**src/rtl/rf_access_ctrl.sv**
```systemverilog
// rf_access_ctrl: requester-side controller for a 32x32 register file with
// two read ports and one write port. It drives Ard1/Ard2 from the issued
// instruction and captures the two operands, rd and the write flag in a
// one-entry buffer for the execute stage. It forwards writeback to the
// regfile write port. A busy-bit scoreboard holds off RAW and WAW hazards
// against writes that are still outstanding.
//
// Optional feature: define RF_FORWARD_EN to bypass same-cycle writeback data
// into the operand capture. This removes the one-cycle bubble that otherwise
// follows a RAW dependency on a register being written back.
module rf_access_ctrl #(
  parameter int  DATA_W      = 32,
  parameter int  ADDR_W      = 5,
  parameter int  MAX_PENDING = 4,
  localparam int CNT_W       = $clog2(MAX_PENDING + 1)
) (
  input  logic              Clk,
  input  logic              Rst_n,
  // issue side
  input  logic              IssValid,
  output logic              IssReady,
  input  logic [ADDR_W-1:0] IssRs1,
  input  logic [ADDR_W-1:0] IssRs2,
  input  logic [ADDR_W-1:0] IssRd,
  input  logic              IssWr,
  // operand buffer to execute
  output logic              OpValid,
  input  logic              OpReady,
  output logic [DATA_W-1:0] OpA,
  output logic [DATA_W-1:0] OpB,
  output logic [ADDR_W-1:0] OpRd,
  output logic              OpWr,
  // writeback
  input  logic              WbValid,
  input  logic [ADDR_W-1:0] WbRd,
  input  logic [DATA_W-1:0] WbData,
  // register file
  output logic [ADDR_W-1:0] Ard1,
  output logic [ADDR_W-1:0] Ard2,
  input  logic [DATA_W-1:0] Dout1,
  input  logic [DATA_W-1:0] Dout2,
  output logic [ADDR_W-1:0] Awr,
  output logic [DATA_W-1:0] Din,
  output logic              WrEn,
  // status
  output logic [CNT_W-1:0]  PendCnt,
  output logic [15:0]       StallCnt
);

  localparam int NREG = 1 << ADDR_W;

  typedef enum logic {EMPTY = 1'b0, FULL = 1'b1} buf_state_e;

  buf_state_e        state_q;
  logic              opvalid_q;
  logic [DATA_W-1:0] opa_q, opb_q;
  logic [ADDR_W-1:0] oprd_q;
  logic              opwr_q;

  logic [NREG-1:0]   busy_q, busy_d;
  logic [CNT_W-1:0]  pend_q, pend_d;
  logic [15:0]       stall_q, stall_d;

  logic              hz_rs1, hz_rs2, hz_rd;
  logic              pend_full, slot_free, accept;
  logic              sb_set, sb_clr;
  logic [DATA_W-1:0] opa_d, opb_d;

  // r0 is never busy; it is hard-wired to zero in the regfile.
  function automatic logic is_busy(input logic [NREG-1:0] busy,
                                   input logic [ADDR_W-1:0] r);
    return busy[r] && (r != '0);
  endfunction

  // Regfile ports: reads follow the issue slot, the write port follows writeback.
  assign Ard1 = IssRs1;
  assign Ard2 = IssRs2;
  assign Awr  = WbRd;
  assign Din  = WbData;
  assign WrEn = WbValid && (WbRd != '0);

`ifdef RF_FORWARD_EN
  logic fwd_rs1, fwd_rs2, fwd_rd;

  // A register being written back right now is treated as already available.
  assign fwd_rs1 = WbValid && (WbRd == IssRs1) && (IssRs1 != '0);
  assign fwd_rs2 = WbValid && (WbRd == IssRs2) && (IssRs2 != '0);
  assign fwd_rd  = WbValid && (WbRd == IssRd)  && (IssRd  != '0);

  assign hz_rs1 = is_busy(busy_q, IssRs1) && !fwd_rs1;
  assign hz_rs2 = is_busy(busy_q, IssRs2) && !fwd_rs2;
  assign hz_rd  = is_busy(busy_q, IssRd)  && !fwd_rd;
  assign opa_d  = fwd_rs1 ? WbData : Dout1;
  assign opb_d  = fwd_rs2 ? WbData : Dout2;
`else
  // Without bypass, a source cleared this cycle still stalls one cycle and
  // the issue then reads the freshly written regfile value.
  assign hz_rs1 = is_busy(busy_q, IssRs1);
  assign hz_rs2 = is_busy(busy_q, IssRs2);
  assign hz_rd  = is_busy(busy_q, IssRd);
  assign opa_d  = Dout1;
  assign opb_d  = Dout2;
`endif

  assign pend_full = (pend_q == CNT_W'(MAX_PENDING));
  assign slot_free = (state_q == EMPTY) || OpReady;
  assign IssReady  = slot_free && !hz_rs1 && !hz_rs2
                     && !(IssWr && hz_rd)
                     && !(IssWr && (IssRd != '0) && pend_full);
  assign accept    = IssValid && IssReady;

  assign sb_set = accept && IssWr && (IssRd != '0);
  assign sb_clr = WbValid && (WbRd != '0) && busy_q[WbRd];

  // Scoreboard next state: clear first so a same-register set wins.
  always_comb begin
    busy_d = busy_q;
    if (sb_clr) busy_d[WbRd] = 1'b0;
    if (sb_set) busy_d[IssRd] = 1'b1;
    pend_d  = pend_q + CNT_W'(sb_set) - CNT_W'(sb_clr);
    stall_d = stall_q;
    if (IssValid && !IssReady && (stall_q != 16'hFFFF)) stall_d = stall_q + 16'd1;
  end

  // Scoreboard, outstanding-write count and stall counter registers.
  always_ff @(posedge Clk or negedge Rst_n) begin
    if (!Rst_n) begin
      busy_q  <= '0;
      pend_q  <= '0;
      stall_q <= '0;
    end else begin
      busy_q  <= busy_d;
      pend_q  <= pend_d;
      stall_q <= stall_d;
    end
  end

  // Operand buffer FSM with registered outputs; a consume and a new accept
  // on the same edge keep the buffer FULL.
  always_ff @(posedge Clk or negedge Rst_n) begin
    if (!Rst_n) begin
      state_q   <= EMPTY;
      opvalid_q <= 1'b0;
      opa_q     <= '0;
      opb_q     <= '0;
      oprd_q    <= '0;
      opwr_q    <= 1'b0;
    end else begin
      case (state_q)
        EMPTY: begin
          if (accept) begin
            state_q   <= FULL;
            opvalid_q <= 1'b1;
          end
        end
        FULL: begin
          if (!accept && OpReady) begin
            state_q   <= EMPTY;
            opvalid_q <= 1'b0;
          end
        end
        default: begin
          state_q   <= EMPTY;
          opvalid_q <= 1'b0;
        end
      endcase
      if (accept) begin
        opa_q  <= opa_d;
        opb_q  <= opb_d;
        oprd_q <= IssRd;
        opwr_q <= IssWr;
      end
    end
  end

  assign OpValid  = opvalid_q;
  assign OpA      = opa_q;
  assign OpB      = opb_q;
  assign OpRd     = oprd_q;
  assign OpWr     = opwr_q;
  assign PendCnt  = pend_q;
  assign StallCnt = stall_q;

endmodule

```
**config.mk**
```make
export PLATFORM = sky130hd
export DESIGN_NAME = rf_access_ctrl
export DESIGN_NICKNAME = d
export VERILOG_FILES = /design/src/rtl/rf_access_ctrl.sv
export SDC_FILE = /design/constraint.sdc
export NUM_CORES = 1
export LEC_CHECK = 0
export CAP_MARGIN = 10
export CORE_AREA = 2 2 137 139
export CTS_CLUSTER_SIZE = 20
export DETAILED_ROUTE_END_ITERATION = 7
export DIE_AREA = 0 0 139 141
export GPL_ROUTABILITY_DRIVEN = 0
export GPL_TIMING_DRIVEN = 0
export HOLD_SLACK_MARGIN = 0.08
export PLACE_DENSITY = 0.65
export SLEW_MARGIN = 20
export SYNTH_ARGS = -nofsm -noshare
export SYNTH_HDL_FRONTEND = slang
export SYNTH_SLANG_ARGS = --single-unit
```
**constraint.sdc**
```tcl
create_clock -name Clk -period 6.1 [get_ports Clk]
set_input_delay 1.525 -clock Clk [delete_from_list [all_inputs] [get_ports Clk]]
set_output_delay 1.525 -clock Clk [all_outputs]
set_load 0.005 [all_outputs]
```
# Word-level counts from Yosys, hierarchy flattened
# Cells that the tools add are included.
[totals]
wordCells = 78
ff_bits = 123
output_inout_bits = 139
inputBits = 122
[op_classes]
muxes = 20
magnitude_cmp = 6
bitwise = 4
reduce_logical = 32
n_addsub = 3
eq_ne = 4
[ops]
columns = ["op", "n"]
rows = [
  ["2-to-1 mux 32 bit", 2],
  ["bitwise AND 32 bit", 1],
  ["NOT 32 bit", 1],
  ["OR 32 bit", 1],
  ["less-than comparator 5 x 6 -> 1 bit, second input constant", 4],
  ["binary-select mux 1 bit (select 5 bit)", 4],
  ["logical AND 1 bit", 20],
  ["nonzero test 5 bit", 4],
  ["adder 16 x 1 -> 16 bit, second input constant", 1],
  ["inequality test 16 bit, second input constant", 1],
  ["demux 1 bit (select 5 bit)", 2],
  ["greater-or-equal comparator 5 x 1 -> 1 bit, second input constant", 2],
  ["2-to-1 mux 1 bit", 10],
  ["logical NOT 1 bit", 6],
  ["case mux 1 bit (2 select lines)", 2],
  ["adder 3 x 1 -> 3 bit", 1],
  ["== test 3 bit, second input constant", 1],
  ["subtractor 3 x 1 -> 3 bit", 1],
  ["inequality test 2 x 1 -> 1 bit, second input constant", 1],
  ["inequality test 2 bit, second input constant", 1],
  ["AND reduction 2 bit", 1],
  ["logical OR 1 bit", 1],
  ["NOT 1 bit", 1],
]

# Longest topological paths before layout
[depth]
ltp_word = 13
mapped_depth = 18
mapped_depth_nobuf = 14

# Worst setup path after synthesis
# No wires, ideal clock.
[synth_timing]
path_type = "input -> output"
from = "in IssRd[0]"
to = "out IssReady"
required_ns = 4.575
arrival_ns = 3.431
cell_stages = 9
path_slack_ns = 1.144
path_buffers = 3
cell_sequence = "clkbuf_1 -> mux4_2 -> mux2_2 -> nand2_1 -> o21ai_0 -> a31oi_1 -> and3_1 -> buf_2 -> buf_2"
[synth_between]
elab_chain_len = 7
elab_cells_between_ends = 11
classes_between = "mux: 2; reduce/logical: 9"
[synth_lines]
columns = ["element", "line", "text"]
rows = [
  ["start, declared", "24", "input logic [ADDR_W-1:0] IssRd,"],
  ["binary-select mux 1 bit (select 5 bit)", "72", "return busy[r] && (r != '0);"],
  ["2-to-1 mux 1 bit (not written as such)", "72", ""],
  ["logical AND 1 bit", "72", ""],
  ["logical AND 1 bit", "108", "&& !(IssWr && hz_rd)"],
  ["logical NOT 1 bit", "108", ""],
  ["logical AND 1 bit", "108", ""],
  ["logical AND 1 bit (*)", "109", "&& !(IssWr && (IssRd != '0) && pend_full);"],
  ["end, declared", "21", "output logic IssReady,"],
]
# Every way passes the cells marked *; elsewhere a longest branch is shown, timed or not. The select of a mux whose other input is x is not followed.

# Worst setup path in the final report
[layout_timing]
from = "in IssRd[3]"
to = "out IssReady"
# The elaborated chain is that of the path after synthesis.

==> impl_metrics.tcl <==
set metrics [dict create \
    place_ws_ns -0.4025 \
    cts.sinks 123 \
    syn-cell-area_um2 6608 \
    fp.dieW_um 139 \
    hold_viol_final 0 \
    first_iter_violations 277 \
    clock_path_buffers 2 \
    skew_ns 0.008509 \
    critical_path_required_ns 4.58 \
    tns_ns 0 \
    synth-main-ff-cell "dfrtp_1" \
    layout_setup_ws_ns 0.1525 \
    fin_crit_sh_pct 97.50 \
    grt_max_degree 74 \
    cts_made_buffers 17 \
    layout_min_cycle_time_ns 5.948 \
    path_clk_slew_ns 0.05 \
    grt_usage_pct 20.47 \
    fill_cells 1607 \
    area_delta_synth_final_pct 46.79 \
    ir_drop_v 0.0002176 \
    route.vias.total 5635 \
    cp-start-kind "input pin" \
    avgSynthCellArea_um2 11.74 \
    grt_setup_unrepaired "false" \
    die_area_um2 19600 \
    synth_warnings 0 \
    dpl_cell_area_um2 9121 \
    worstPathMaxFanout 10 \
    p_leak_nw 4.099 \
    synth_top_area_cell "dfrtp_1" \
    antenna_found_initial 0 \
    drive_gt1_share_pct 25.40 \
    yosys.cell_types.count 53 \
    synth_sequential_area_ratio_pct 46.58 \
    dr.pass1.iters 5 \
    crit_arrival_ns 4.42 \
    slew_headroom_pct 56.19 \
    antenna_left 0 \
    synth-edff-count 0 \
    routed_wl_um 19840 \
    powerDensity_nw_per_um2 357.2 \
    ioPinCount 261 \
    hold_class "flip-flop to flip-flop" \
    synth_top_area_share_pct 46.58 \
    wl_per_cell_um 18.92 \
    postSynth.asyncResetShare_pct 100.0 \
    grt_overflow 0 \
    tightest_slew_ns 0.6511 \
    drv_cap 0 \
    clk_latency_ns 0.41 \
    drc 0 \
    viasPerCell 5.372 \
    root_buffer "clkbuf_16" \
    die_h_um 141 \
    syn_nets 689 \
    initial_core_util_pct 36.17 \
    core_um2 18270 \
    htreeDepth 4 \
    nets 930 \
    grt_pass1_wl_um 31820 \
    status "complete, no violations" \
    crit_type "input pin to output pin" \
    cts_tree "built" \
    endpoint_kind "output pin" \
    setup_viol 0 \
    ys_top_cells_by_area "dfrtp_1, mux2_2, mux4_2" \
    portBuffers 219 \
    dp.final_hpwl_um 14720 \
    antenna_cells 0 \
    grt_pass1_vias 6011 \
    postCtsHoldBufs 0 \
    rows 50 \
    fin_util_pct 53.10 \
    syn_inst 563 \
    slew_violations 0 \
    fmax_mhz 168.1 \
    whs_ns 0.4626 \
    fin_area_um2 9699 \
    ys_seq_elements 123 \
]
per-stage QoR:
| stage | power (mW) | std cells |
|---|---|---|
| floorplan | 1.791 | 563 |
| finish | 3.464 | 1049 |
| global route | 3.665 | 1049 |
| global placement | 2.517 | 1016 |
| CTS | 3.499 | 1047 |
| detailed placement | 2.558 | 1017 |
repair_timing:
| item | in CTS | in global routing |
|---|---|---|
| hold endpoints to repair | 0 | 0 |
| resized for setup | 4 | 2 |
| pin swaps | 0 | 2 |
| setup endpoints to repair | 1 | 1 |
| setup buffers | 0 | 3 |
cells in the mapped netlist (5+ instances only):
cell type	instances
a22oi_1	5
and3_1	5
buf_2	18
buf_4	47
clkbuf_1	17
dfrtp_1	123
inv_1	15
mux2_2	75
mux2i_1	24
mux4_2	18
nand2_1	23
nand2b_1	5
nand3_1	11
nand3b_1	10
nand4_1	8
nor2_1	12
nor3_1	8
nor3b_1	5
o21ai_0	25
o21ai_1	8
o31ai_1	25
xor2_1	15
power breakdown:
part	leakage [nW]	internal [mW]	switching [mW]
registers	1.52	1.09	0.211
logic	2.33	0.802	0.440
clock network	0.256	0.545	0.372
total	4.10	2.44	1.02
final cells by class:
| type | count | area (µm²) | share of cell area (%) |
|---|---|---|---|
| plain buffers | 83 | 511.7 | 5.276 |
| inverters | 15 | 56.30 | 0.5805 |
| well taps | 234 | 292.8 | 3.019 |
| repair buffers | 223 | 2243 | 23.13 |
| flip-flops and latches | 123 | 3078 | 31.73 |
| multi-input cells | 341 | 2979 | 30.71 |
| clock buffers | 20 | 466.7 | 4.812 |
| clock inverters | 10 | 71.32 | 0.7353 |
metal layers:
metal / wire, µm / global-route usage [%] / vias up
met3: 2289 / 8.084 / 53
met1: 7490 / 24.45 / 2738
li1: - / - / 2504
met4: 491 / 8.081 / 0
met5: 0 / 0 / -
met2: 9569 / 33.37 / 340
final timing paths:
path / end / cells past startpoint / slack [ns] / from
max: IssReady / 11 / 0.15 / IssRd[3]
min: OpValid / 1 / 0.46 / state_q
max reg2reg: PendCnt[2] / 16 / 2.04 / busy_q[27]
min reg2reg: OpValid / 1 / 0.46 / state_q
max in group asynchronous: StallCnt[0] / 2 / 4.30 / Rst_n
min in group asynchronous: OpB[30] / 1 / 1.05 / Rst_n
cells in the final DEF (no fill, tap or decap), drive strengths merged, types with 3 or more instances in the layout:
cell type,netlist,final
clkdlybuf4s50,0,218
dfrtp,123,123
mux2,75,75
buf,67,72
clkbuf,17,36
o21ai,33,33
o31ai,25,25
mux2i,24,24
nand2,24,24
mux4,18,18
inv,15,15
xor2,15,15
nor2,12,12
nand3,12,12
nand3b,10,10
nand4,8,8
nor3,8,8
or3b,6,6
clkinv,0,6
a22oi,5,5
nand2b,5,5
nor3b,5,5
and3,5,5
or3,4,4
o22ai,4,4
o41ai,4,4
clkinvlp,0,4
nor2b,3,3
a21oi,3,3
or4,3,3
ha,3,3
a31oi,3,3
state kept, by name (all words and copies together), names as in the netlist, 3 cells and up:
register / cells
OpB: 32
busy_q: 32
PendCnt: 3
OpRd: 5
StallCnt: 16
OpA: 32
critical path, stage by stage:
cell and delay [ns]:
clkdlybuf4s50_1 0.42, buf_2 0.21, or3b_4 0.30, o22ai_1 0.08, o31ai_1 0.28, a31oi_1 0.16, a31oi_2 0.28, and3_1 0.22
buf_2 0.18, buf_2 0.24, clkdlybuf4s50_1 0.53
kinds of logic after synthesis:
kind of cell / count (synthesis) / synth area share [%]
DFF: 123 / 46.58
muxes: 117 / 22.55
and+or+nand+nor: 114 / 10.09
buffers and inverters: 99 / 8.635
AOI/OAI and AO/OA: 89 / 9.014
xor gates and xnor gates: 17 / 2.253
adders and majority gates: 4 / 0.8711
Note: power is estimated with default switching activity, not from simulation.
